==> src/rtl/pipe_pkg.sv <==
// Shared pipeline constants: lane widths, control-vector bit map, stage sizes.
// Also defines the occupancy encoding used by the elastic stage register.
package pipe_pkg;

  localparam int XLEN = 32;

  localparam int CTRL_BRANCH      = 0;
  localparam int CTRL_PC_LOAD     = 1;
  localparam int CTRL_PC_RESET    = 2;
  localparam int CTRL_REG_WRITE   = 3;
  localparam int CTRL_SEL_MUX2_LO = 4;
  localparam int CTRL_SEL_MUX2_HI = 5;
  localparam int CTRL_W_DEF       = 6;

  localparam int IF_ID_N_DATA  = 2;
  localparam int ID_EX_N_DATA  = 4;
  localparam int EX_MEM_N_DATA = 3;
  localparam int MEM_WB_N_DATA = 2;

  localparam int CNT_W_DEF = 16;

  // {skid_valid, main_valid}; 2'b10 cannot occur
  typedef enum logic [1:0] {
    ST_EMPTY = 2'b00,
    ST_FULL  = 2'b01,
    ST_SKID  = 2'b11
  } stage_st_e;

  function automatic stage_st_e stage_state(logic main_v, logic skid_v);
    return stage_st_e'({skid_v, main_v});
  endfunction

endpackage

==> src/rtl/pipe_skid_buf.sv <==
// Two-entry elastic storage (main + skid) with registered in_ready.
// Flush drops both entries; data registers are only cleared by reset.
module pipe_skid_buf
  import pipe_pkg::*;
#(
  parameter int DATA_W = XLEN,
  parameter int N_DATA = 4,
  parameter int CTRL_W = CTRL_W_DEF
) (
  input  logic                       clk,
  input  logic                       reset,
  input  logic                       flush,
  input  logic                       in_valid,
  output logic                       in_ready,
  input  logic [CTRL_W-1:0]          in_ctrl,
  input  logic [N_DATA*DATA_W-1:0]   in_data,
  output logic                       out_valid,
  input  logic                       out_ready,
  output logic [CTRL_W-1:0]          out_ctrl,
  output logic [N_DATA*DATA_W-1:0]   out_data
);

  logic                     main_v_q, main_v_d;
  logic                     skid_v_q, skid_v_d;
  logic [CTRL_W-1:0]        main_c_q, main_c_d;
  logic [CTRL_W-1:0]        skid_c_q, skid_c_d;
  logic [N_DATA*DATA_W-1:0] main_d_q, main_d_d;
  logic [N_DATA*DATA_W-1:0] skid_d_q, skid_d_d;
  logic                     in_xfer, out_xfer;
  stage_st_e                st;

  assign st       = stage_state(main_v_q, skid_v_q);
  assign in_xfer  = in_valid && !skid_v_q;
  assign out_xfer = main_v_q && out_ready;

  always_comb begin
    main_v_d = main_v_q;
    skid_v_d = skid_v_q;
    main_c_d = main_c_q;
    skid_c_d = skid_c_q;
    main_d_d = main_d_q;
    skid_d_d = skid_d_q;
    if (flush) begin
      main_v_d = 1'b0;
      skid_v_d = 1'b0;
    end else begin
      unique case (st)
        ST_EMPTY: begin
          if (in_xfer) begin
            main_v_d = 1'b1;
            main_c_d = in_ctrl;
            main_d_d = in_data;
          end
        end
        ST_FULL: begin
          unique case ({in_xfer, out_xfer})
            2'b11: begin
              main_c_d = in_ctrl;
              main_d_d = in_data;
            end
            2'b10: begin
              skid_v_d = 1'b1;
              skid_c_d = in_ctrl;
              skid_d_d = in_data;
            end
            2'b01: main_v_d = 1'b0;
            default: ;
          endcase
        end
        ST_SKID: begin
          if (out_xfer) begin
            skid_v_d = 1'b0;
            main_c_d = skid_c_q;
            main_d_d = skid_d_q;
          end
        end
        default: begin
          main_v_d = 1'b0;
          skid_v_d = 1'b0;
        end
      endcase
    end
  end

  always_ff @(posedge clk) begin
    if (reset) begin
      main_v_q <= 1'b0;
      skid_v_q <= 1'b0;
      main_c_q <= '0;
      skid_c_q <= '0;
      main_d_q <= '0;
      skid_d_q <= '0;
    end else begin
      main_v_q <= main_v_d;
      skid_v_q <= skid_v_d;
      main_c_q <= main_c_d;
      skid_c_q <= skid_c_d;
      main_d_q <= main_d_d;
      skid_d_q <= skid_d_d;
    end
  end

  assign in_ready  = !skid_v_q;
  assign out_valid = main_v_q;
  assign out_ctrl  = main_c_q;
  assign out_data  = main_d_q;

endmodule

==> src/rtl/pipe_stage_reg.sv <==
// Elastic inter-stage register: skid buffer, bubble control zeroing, flush.
// Define PIPE_STAGE_STATS_EN to add saturating stall/bubble counters.
module pipe_stage_reg
  import pipe_pkg::*;
#(
  parameter int DATA_W = XLEN,
  parameter int N_DATA = 4,
  parameter int CTRL_W = CTRL_W_DEF,
  parameter int CNT_W  = CNT_W_DEF
) (
  input  logic                     clk,
  input  logic                     reset,
  input  logic                     flush,
  input  logic                     in_valid,
  output logic                     in_ready,
  input  logic [CTRL_W-1:0]        in_ctrl,
  input  logic [N_DATA*DATA_W-1:0] in_data,
  output logic                     out_valid,
  input  logic                     out_ready,
  output logic [CTRL_W-1:0]        out_ctrl,
  output logic [N_DATA*DATA_W-1:0] out_data
`ifdef PIPE_STAGE_STATS_EN
  ,
  output logic [CNT_W-1:0]         stall_cnt,
  output logic [CNT_W-1:0]         bubble_cnt
`endif
);

  if (N_DATA < 1 || CTRL_W < 1 || CNT_W < 1) begin : g_bad_param
    $error("pipe_stage_reg: N_DATA, CTRL_W and CNT_W must be >= 1");
  end

  logic [CTRL_W-1:0] buf_ctrl;

  pipe_skid_buf #(
    .DATA_W (DATA_W),
    .N_DATA (N_DATA),
    .CTRL_W (CTRL_W)
  ) u_buf (
    .clk       (clk),
    .reset     (reset),
    .flush     (flush),
    .in_valid  (in_valid),
    .in_ready  (in_ready),
    .in_ctrl   (in_ctrl),
    .in_data   (in_data),
    .out_valid (out_valid),
    .out_ready (out_ready),
    .out_ctrl  (buf_ctrl),
    .out_data  (out_data)
  );

  // A bubble must never carry reg_file_write or branch downstream
  assign out_ctrl = out_valid ? buf_ctrl : '0;

`ifdef PIPE_STAGE_STATS_EN
  logic [CNT_W-1:0] stall_q, stall_d;
  logic [CNT_W-1:0] bubble_q, bubble_d;

  always_comb begin
    stall_d  = stall_q;
    bubble_d = bubble_q;
    if (out_valid && !out_ready && stall_q != '1)
      stall_d = stall_q + CNT_W'(1);
    if (!out_valid && bubble_q != '1)
      bubble_d = bubble_q + CNT_W'(1);
  end

  always_ff @(posedge clk) begin
    if (reset) begin
      stall_q  <= '0;
      bubble_q <= '0;
    end else begin
      stall_q  <= stall_d;
      bubble_q <= bubble_d;
    end
  end

  assign stall_cnt  = stall_q;
  assign bubble_cnt = bubble_q;
`endif

endmodule

==> config.mk <==
export PLATFORM = sky130hd
export DESIGN_NAME = pipe_stage_reg
export DESIGN_NICKNAME = d
export VERILOG_FILES = /design/src/rtl/pipe_pkg.sv /design/src/rtl/pipe_skid_buf.sv /design/src/rtl/pipe_stage_reg.sv
export SDC_FILE = /design/constraint.sdc
export NUM_CORES = 1
export LEC_CHECK = 0
export CORE_UTILIZATION = 40
export DETAILED_ROUTE_END_ITERATION = 12
export PLACE_DENSITY_LB_ADDON = 0.08
export SLEW_MARGIN = 25
export SYNTH_ARGS = -nofsm -noshare
export SYNTH_HDL_FRONTEND = slang
export SYNTH_SLANG_ARGS = --single-unit
==> constraint.sdc <==
create_clock -name clk -period 1.8 [get_ports clk]
set_input_delay 0.36 -clock clk [delete_from_list [all_inputs] [get_ports clk]]
set_output_delay 0.36 -clock clk [all_outputs]
set_load 0.005 [all_outputs]
Yosys cells after proc, flatten, opt, wreduce, memory -nomap -nowiden
Cells that the tools add are included.

Bits of input ports: 139. Bits in registers: 270. Logic and storage cells: 44. Output and inout port bits: 136.

Equal/unequal tests: 10. Reductions and logical operators: 10. Muxes and demuxes: 15. Bitwise operators: 3.

Operator list (count): $mux 128 (3); $pmux 128 s3 (1); $mux 6 (4); $pmux 6 s3 (1); $reduce_and 3->1 (3); $eq 2x2->1 const B (3); $ne 2x1->1 const B (3); $pmux 1 s3 (2); $reduce_and 5->1 (1); $eq 2x1->1 const B (2); $mux 1 (4); $ne 2x2->1 const B (2); $not 1->1 (3); $reduce_bool 3->1 (1); $logic_and 1x1->1 (2); $logic_not 2->1 (1); $reduce_or 2->1 (1); $logic_not 1->1 (1).

Longest topological paths before layout
Gate-level depths: netlist of the first run.

Depth after elaboration: 5. Mapped depth: 8. Mapped depth without buffers: 3.

By module
Synthesis of the first run repeated with hierarchy kept, for this count alone.

Cell total of the unflattened synthesis: 1435. Area total of the unflattened synthesis: 12345.6 µm².

Modules (own cells, without submodules): pipe_skid_buf (times used 1, seq. area each 5405.2 µm², area an instance 12308.1 µm², cells each 1429); pipe_stage_reg (times used 1, seq. area each 0.0 µm², area an instance 37.5 µm², cells each 6).

Least setup slack after synthesis of the first run
Ideal clock, no wire load.

Path kind: input port to flip-flop. From: input in_valid. To: register u_buf.main_d_q[100] (netlist: u_buf.out_data[100]). Setup slack: 0.239 ns. Required time: 1.711 ns. Cell stages on the path: 7. Arrival time: 1.472 ns. Setup time: 0.089 ns. Buffers on the path: 4. Path through: or2_1 -> buf_4 -> and4_1 -> buf_2 -> buf_6 -> buf_6 -> a311oi_2.

Cells in the longest elaborated chain, start to end: 4. Elaborated cells between the ends (all ways): 5. Classes of those cells: eq/ne (3); reduce/logical (2).

RTL lines: start, declared (line pipe_stage_reg.sv:14) `input logic in_valid,`; $logic_and 1x1->1 (*) (line pipe_skid_buf.sv:33) `assign in_xfer = in_valid && !skid_v_q;`; $eq 2x2->1 (line pipe_skid_buf.sv:56) `unique case ({in_xfer, out_xfer})`; $ne 2x2->1 (no line); $reduce_and 5->1 (no line) (*); end signal, assigned (line pipe_skid_buf.sv:98) `main_d_q <= main_d_d;`; end, declared (line pipe_skid_buf.sv:27) `logic [N_DATA*DATA_W-1:0] main_d_q, main_d_d;`.

Mark *: on every way between the ends. The rest lies on a longest branch, timed or not. A chain may end at the register's enable or synchronous reset.

Final worst setup path of the first run
From: register u_buf.main_v_q (netlist: u_buf.out_valid). To: register u_buf.main_d_q[118] (netlist: u_buf.out_data[118]).

Cells in the longest elaborated chain, start to end: 4. Elaborated cells between the ends (all ways): 11. Classes of those cells: eq/ne (6); mux (1); reduce/logical (4).

RTL lines: start, declared (line pipe_skid_buf.sv:23) `logic main_v_q, main_v_d;`; start signal, assigned (line pipe_skid_buf.sv:94) `main_v_q <= main_v_d;`; $logic_and 1x1->1 (line pipe_skid_buf.sv:34) `assign out_xfer = main_v_q && out_ready;`; $eq 2x2->1 (line pipe_skid_buf.sv:56); $ne 2x2->1 (no line); $reduce_and 5->1 (no line).

Several ways; a longest one is shown, not always the timed one.

==> results.toml, run 1 <==
[power]
seq_power_share_pct = 44.2
p_per_area_nw_per_um2 = 831.8
power_frac_clock_pct = 40.7
switching_share_pct = 25.21
peakVddDrop_v = 0.0006464
power_switching_mw = 3.634
comb_power_share_pct = 15.1
internal_power_mw = 10.78
leakage_nw = 6.203

[placed_design]
gp_congestion = 0.7840
dp_hpwl_um = 24450
portBuffers = 274
placed_cells = 1964
dpl_worst_slack_ns = -0.2279

[route]
vias = 12820
first_iter_violations = 1358
remaining_drc_errors = 0
dr.pass1.iters = 5
wl_per_cell_um = 22.17
viasPerCell = 6.281
final_antenna_net_count = 0
drt-total-wl_um = 45260

[flow_run]
drv_cap = 0

[worst_setup_path]
critPathKind = "reg -> reg"
max_stage_delay_ns = 0.37
reg2reg_slack_ns = 0.03
crit_top_cell = "buf_6"
startpoint_type = "flop"
rr_endpoint = "u_buf.out_data[118]"
crit_slowest_cell = "dfxtp_4"
crit_path_max_fanout = 9
critical_path.endpoint_type = "flop"
crit_path_end = "u_buf.out_data[118]"
timing.rr.start = "u_buf.out_valid"
crit_required_ns = 2.22
cp_cell_sequence = "buf_6 -> buf_6 -> nand2b_4 -> and4_4 -> buf_12 -> buf_6 -> a311oi_2"
timing.critical_path.from = "u_buf.out_valid"
critPathArrivalTime_ns = 2.20
ff2ff_path_depth = 7

[layout]
fin_cells = 2041
area_delta_synth_final_pct = 40.62
final_common_cell = "nand3_1"
final_nets = 1768
drive_above_1_share_pct = 15.76
mostFrequentLayoutCells = "268 x nand3_1, 233 x dfxtp_1, 220 x clkdlybuf4s50_1"

[cts]
cts_sinks = 270
root_buffer = "clkbuf_16"
cts.path.max_buffers = 3
path_clk_slew_ns = 0.06
clock_latency_ns = 0.55
cts_buffers = 31
cts_tree = "done"
cts_max_level = 1

[grt]
grtUsageTotal_pct = 26.13
grt_first_pass_wirelength_um = 66750
grt_max_degree = 137
grt_pass1_vias = 11520
antenna_found_initial = 1
grt_overflow = 0

[sta]
period_share_pct = 98.52
setup_viol = 0
skew_ns = 0.007935
final-hold-violation-count = 0
max_freq_ghz = 0.5639
setup_ws_ns = 0.02673
final_max_slew_viol_count = 0
period_needed_ns = 1.773
maxSlewHeadroom_pct = 59.23
tightest_slew_ns = 0.6116
fin_setup_tns_ns = 0

[logic_synthesis]
yosysTopAreaCell = "dfxtp_1"
mappedNetlistArea_um2 = 12320
synth.yosys.seq_area_share_pct = 43.86
ys_seq_elements = 270
synthCells = 1436
yosysWarnings = 0
synth.avg_cell_area_um2 = 8.582
synth_fp_nets = 1575
synth_top_area_share_pct = 43.86
yosys-top-cells-area = "dfxtp_1 44%, nand3_1 11%, a41oi_1 9.5%"
synth_cell_type_count = 24

[floorplan]
core_um2 = 29950
dieArea_um2 = 31510
die_height_um = 177.5
die_w_um = 177.5
initial_core_util_pct = 41.14
io_pins = 275
num_rows = 63

[status]
status = "finished, final reports clean"

[hold_path]
hold_path_class = "in -> reg"
-- through the flow --
| stage | hold WS [ns] | utilization [%] | power, mW | instance area (um^2) |
|---|---|---|---|---|
| finish | 0.1809 | 57.85 | 14.41 | 17330 |
| global placement | 0.4598 | 52.60 | 8.517 | 15760 |
| floorplan | 0.4541 | - | 7.370 | 12320 |
| global route | 0.1941 | 57.85 | 14.90 | 17330 |
| detailed placement | 0.4663 | 52.60 | 8.530 | 15760 |
| CTS | 0.1700 | 55.94 | 14.38 | 16760 |
-- critical path: cells and delay by family, from the launching register on --
family	cells	cell delay, ns
buf+inv	4	0.62
simple gates	2	0.55
flops	1	0.37
compound gates	1	0.10
-- cell families after synthesis --
group | after synthesis | share of synthesized area [%]
buffers and inverters | 211 | 7.239
AND/OR/NAND/NOR | 418 | 15.86
AO/OA/AOI/OAI | 537 | 33.04
flip-flops | 270 | 43.86
-- cells in the mapped netlist --
cell,instances
dfxtp_1,270
inv_1,1
nand4bb_1,1
nor4b_1,1
a311oi_1,74
or2_1,1
a21oi_1,134
nor3_1,1
o21ai_0,134
nand2_1,135
buf_1,9
and4_1,1
a22oi_1,1
and2_1,6
buf_6,7
nand2b_1,3
inv_2,1
a41oi_1,134
clkbuf_1,163
buf_4,4
a311oi_2,60
nor4bb_1,1
nand3_1,268
buf_2,26
-- layer usage --
layer | share of wire [%] | up-vias | wire length [um] | global-route usage (%)
met5 | 0 | - | 0 | 0
met4 | 2.2 | 0 | 983 | 6.980
met3 | 7.5 | 63 | 3384 | 3.856
met2 | 46 | 589 | 20740 | 39.31
met1 | 45 | 6265 | 20150 | 38.55
li1 | - | 5903 | - | -
-- layout make-up --
class,count,area (um^2)
multi-input combinational,955,6156
tap,390,488.0
timing repair buffer,369,4274
antenna,1,2.502
sequential,270,5456
fill,2687,12620
clock buffer,50,917.1
inverter,2,15.01
clock inverter,4,20.02
-- registers in the layout (all words and copies together), names as in the netlist --
| name | cells |
|---|---|
| u_buf.skid_v_q | 1 |
| u_buf.out_data | 128 |
| u_buf.skid_c_q | 6 |
| u_buf.out_ctrl | 6 |
| u_buf.out_valid | 1 |
| u_buf.skid_d_q | 128 |
-- power by group through the flow --
| stage | logic, mW | registers [mW] | clock network (mW) |
|---|---|---|---|
| 2_1_floorplan | 0.902 | 6.47 | 0 |
| 3_3_place_gp | 2.02 | 6.49 | 0 |
| 3_5_place_dp | 2.04 | 6.49 | 0 |
| 4_1_cts | 2.04 | 6.37 | 5.97 |
| 5_1_grt | 2.31 | 6.39 | 6.19 |
| 6_report | 2.17 | 6.37 | 5.87 |
-- how the worst min path moves through the flow --
stage | startpoint | endpoint | slack [ns] | depth (start not counted)
2_1_floorplan | u_buf.skid_c_q[0] | u_buf.skid_c_q[0] | 0.45 | 2
3_3_place_gp | u_buf.skid_d_q[17] | u_buf.skid_d_q[17] | 0.46 | 2
3_5_place_dp | u_buf.skid_d_q[29] | u_buf.skid_d_q[29] | 0.47 | 2
4_1_cts | reset | u_buf.skid_d_q[22] | 0.17 | 2
5_1_grt | reset | u_buf.skid_d_q[43] | 0.19 | 2
6_report | reset | u_buf.skid_d_q[23] | 0.18 | 2
-- timing repair --
| item | CTS | global route |
|---|---|---|
| setup endpoints to repair | 50 | 148 |
| setup buffers | 4 | 5 |
| gates resized for setup | 64 | 59 |
| cloned | 0 | 13 |
| hold buffers | 0 | 0 |
| pin swaps | 2 | 1 |
| endpoints found under the hold margin | 0 | 0 |
(Power assumes the default switching activity.)
==> inputs of run 2 (changes only) <==
--- a/config.mk
+++ b/config.mk
@@ -5,8 +5,11 @@
 export SDC_FILE = /design/constraint.sdc
 export NUM_CORES = 1
 export LEC_CHECK = 0
+export CAP_MARGIN = 20
+export CORE_MARGIN = 2
 export CORE_UTILIZATION = 40
 export DETAILED_ROUTE_END_ITERATION = 12
+export GPL_ROUTABILITY_DRIVEN = 0
 export PLACE_DENSITY_LB_ADDON = 0.08
 export SLEW_MARGIN = 25
 export SYNTH_ARGS = -nofsm -noshare
==> run 2 against run 1 <==
  * The flow now finishes with violations (setup timing)
  * Core utilization fell by 1.0 points
  * Sequential share of layout area up 0.090 points
  * Worst hold slack better by 0.0061 ns
  * Via count decreased by 0.57%
  * Critical path depth is 1 lower
  * Clock power grew 6.0%
  * Design area fell by 0.24%
  * Sequential power is essentially flat
  * Routed wire length shrank 3.2%
  * Critical path type unchanged
==> results.toml, run 2 (same netlist as run 1, synthesis figures left out) <==
[floorplan]
core_um2 = 30430
num_rows = 64
die_height_um = 179.5
initial_core_util_pct = 40.50
die_w_um = 179.5
dieArea_um2 = 32230
io_pins = 275

[layout]
fillers = 2772
mostFrequentLayoutCells = "268 x nand3_1, 231 x dfxtp_1, 218 x clkdlybuf4s50_1"
diodes = 0
final_common_cell = "nand3_1"
area_delta_synth_final_pct = 40.29
utilization_pct = 56.81
drive_above_1_share_pct = 16.14
final_nets = 1768

[route]
viasPerCell = 6.236
vias = 12750
wl_per_cell_um = 21.44
drt-total-wl_um = 43830
first_iter_violations = 1280
remaining_drc_errors = 0
dr.pass1.iters = 5
final_antenna_net_count = 0

[grt]
grt_overflow = 0
grtUsageTotal_pct = 25.10
grt_pass1_vias = 11770
grt_first_pass_wirelength_um = 67780
grt_max_degree = 137
antenna_found_initial = 0

[power]
finalPower_mw = 14.69
leakage_nw = 6.222
p_per_area_nw_per_um2 = 850.0
peakVddDrop_v = 0.0007460

[sta]
setup_ws_ns = -0.002126
final-hold-violation-count = 0
final_max_slew_viol_count = 0
setup_viol = 2
rsz0062_at_grt = "true"
max_freq_ghz = 0.5549
period_needed_ns = 1.802
skew_ns = 0.02052
tightest_slew_ns = 0.6507
period_share_pct = 100.1
maxSlewHeadroom_pct = 56.62

[cts]
clock_latency_ns = 0.56
root_buffer = "clkbuf_16"
cts_buffers = 30
cts_max_level = 1
path_clk_slew_ns = 0.06
postCtsHoldBufs = 0
cts.path.max_buffers = 3
cts_tree = "done"
cts_sinks = 270

[worst_setup_path]
reg2reg_slack_ns = -0.002
critPathKind = "reg -> reg"
crit_path_max_fanout = 39
critical_path.endpoint_type = "flop"
crit_required_ns = 2.21
startpoint_type = "flop"
critPathArrivalTime_ns = 2.21

[placed_design]
dp_hpwl_um = 25370
portBuffers = 274

[status]
violations = "setup timing"
status = "finished with violations"

[flow_run]
drv_cap = 0

[hold_path]
hold_path_class = "in -> reg"
-- run 2: cell count changes in the layout (fill, tap and decap cells not counted), sizes merged --
| cell | delta |
|---|---|
| diode | -1 |
| buf | +11 |
| dlygate4sd2 | +2 |
| clkbuf | -11 |
| clkdlybuf4s50 | -2 |
| clkinv | -1 |
| bufinv | +2 |
| clkdlybuf4s15 | -4 |
| dlymetal6s2s | +1 |
-- run 2: metal layers --
metal | part of all wire (%) | GRT usage (%) | wire length [um]
met5 | 0 | 0 | 0
met4 | 2.3 | 6.764 | 1017
met3 | 7.2 | 3.323 | 3154
met2 | 47 | 40.00 | 20540
met1 | 44 | 35.73 | 19110
-- run 2: timing repair --
item / CTS / global route
setup endpoints to repair: 95 / 141
pin swaps: 0 / 1
gates cloned: 0 / 4
buffers inserted: 7 / 6
gates resized for setup: 70 / 61
-- run 2: cell type report --
cell class | instances | area, um^2 | area share [%]
Multi-Input combinational cell | 955 | 6151 | 35.58
Sequential cell | 270 | 5459 | 31.58
Timing Repair Buffer | 370 | 4170 | 24.12
Clock buffer | 46 | 922.1 | 5.334
Tap cell | 396 | 495.5 | 2.866
Clock inverter | 5 | 75.07 | 0.4342
Inverter | 2 | 15.01 | 0.08685
-- run 2: worst paths after layout --
path                      from             endpoint  cells past startpoint
max reg2reg    u_buf.out_valid  u_buf.out_data[116]                      6
max            u_buf.out_valid  u_buf.out_data[116]                      6
min reg2reg  u_buf.skid_d_q[9]    u_buf.skid_d_q[9]                      2
min                      reset   u_buf.skid_d_q[22]                      2
-- run 2: per-stage QoR --
stage                     std cells  setup TNS (ns)  hold WS [ns]  setup slack (ns)  cell area, um^2
after floorplan                1436               0        0.4541            0.2389            12320
final                          2044       -0.003769        0.1870         -0.002126            17290
after global placement         1976          -38.89        0.4599           -0.2023            15870
after CTS                      2034         -0.2094        0.1771           -0.1724            16940
after detailed placement       1976          -48.35        0.4664           -0.2484            15870
after global routing           2044         -0.1838        0.2138          -0.02815            17290
-- run 2: worst max-delay path, stage by stage, from the launching register on --
cell and delay, ns:
dfxtp_4 0.37, buf_4 0.16, buf_4 0.15, nand2b_4 0.21
and4_4 0.31, buf_12 0.27, a311oi_2 0.15
-- run 2: report_power, final --
group / total [mW] / leakage [nW] / switching, mW / internal, mW
clock network: 6.22 / 0.494 / 2.46 / 3.76
logic: 2.10 / 3.51 / 1.02 / 1.08
registers: 6.37 / 2.22 / 0.150 / 6.22
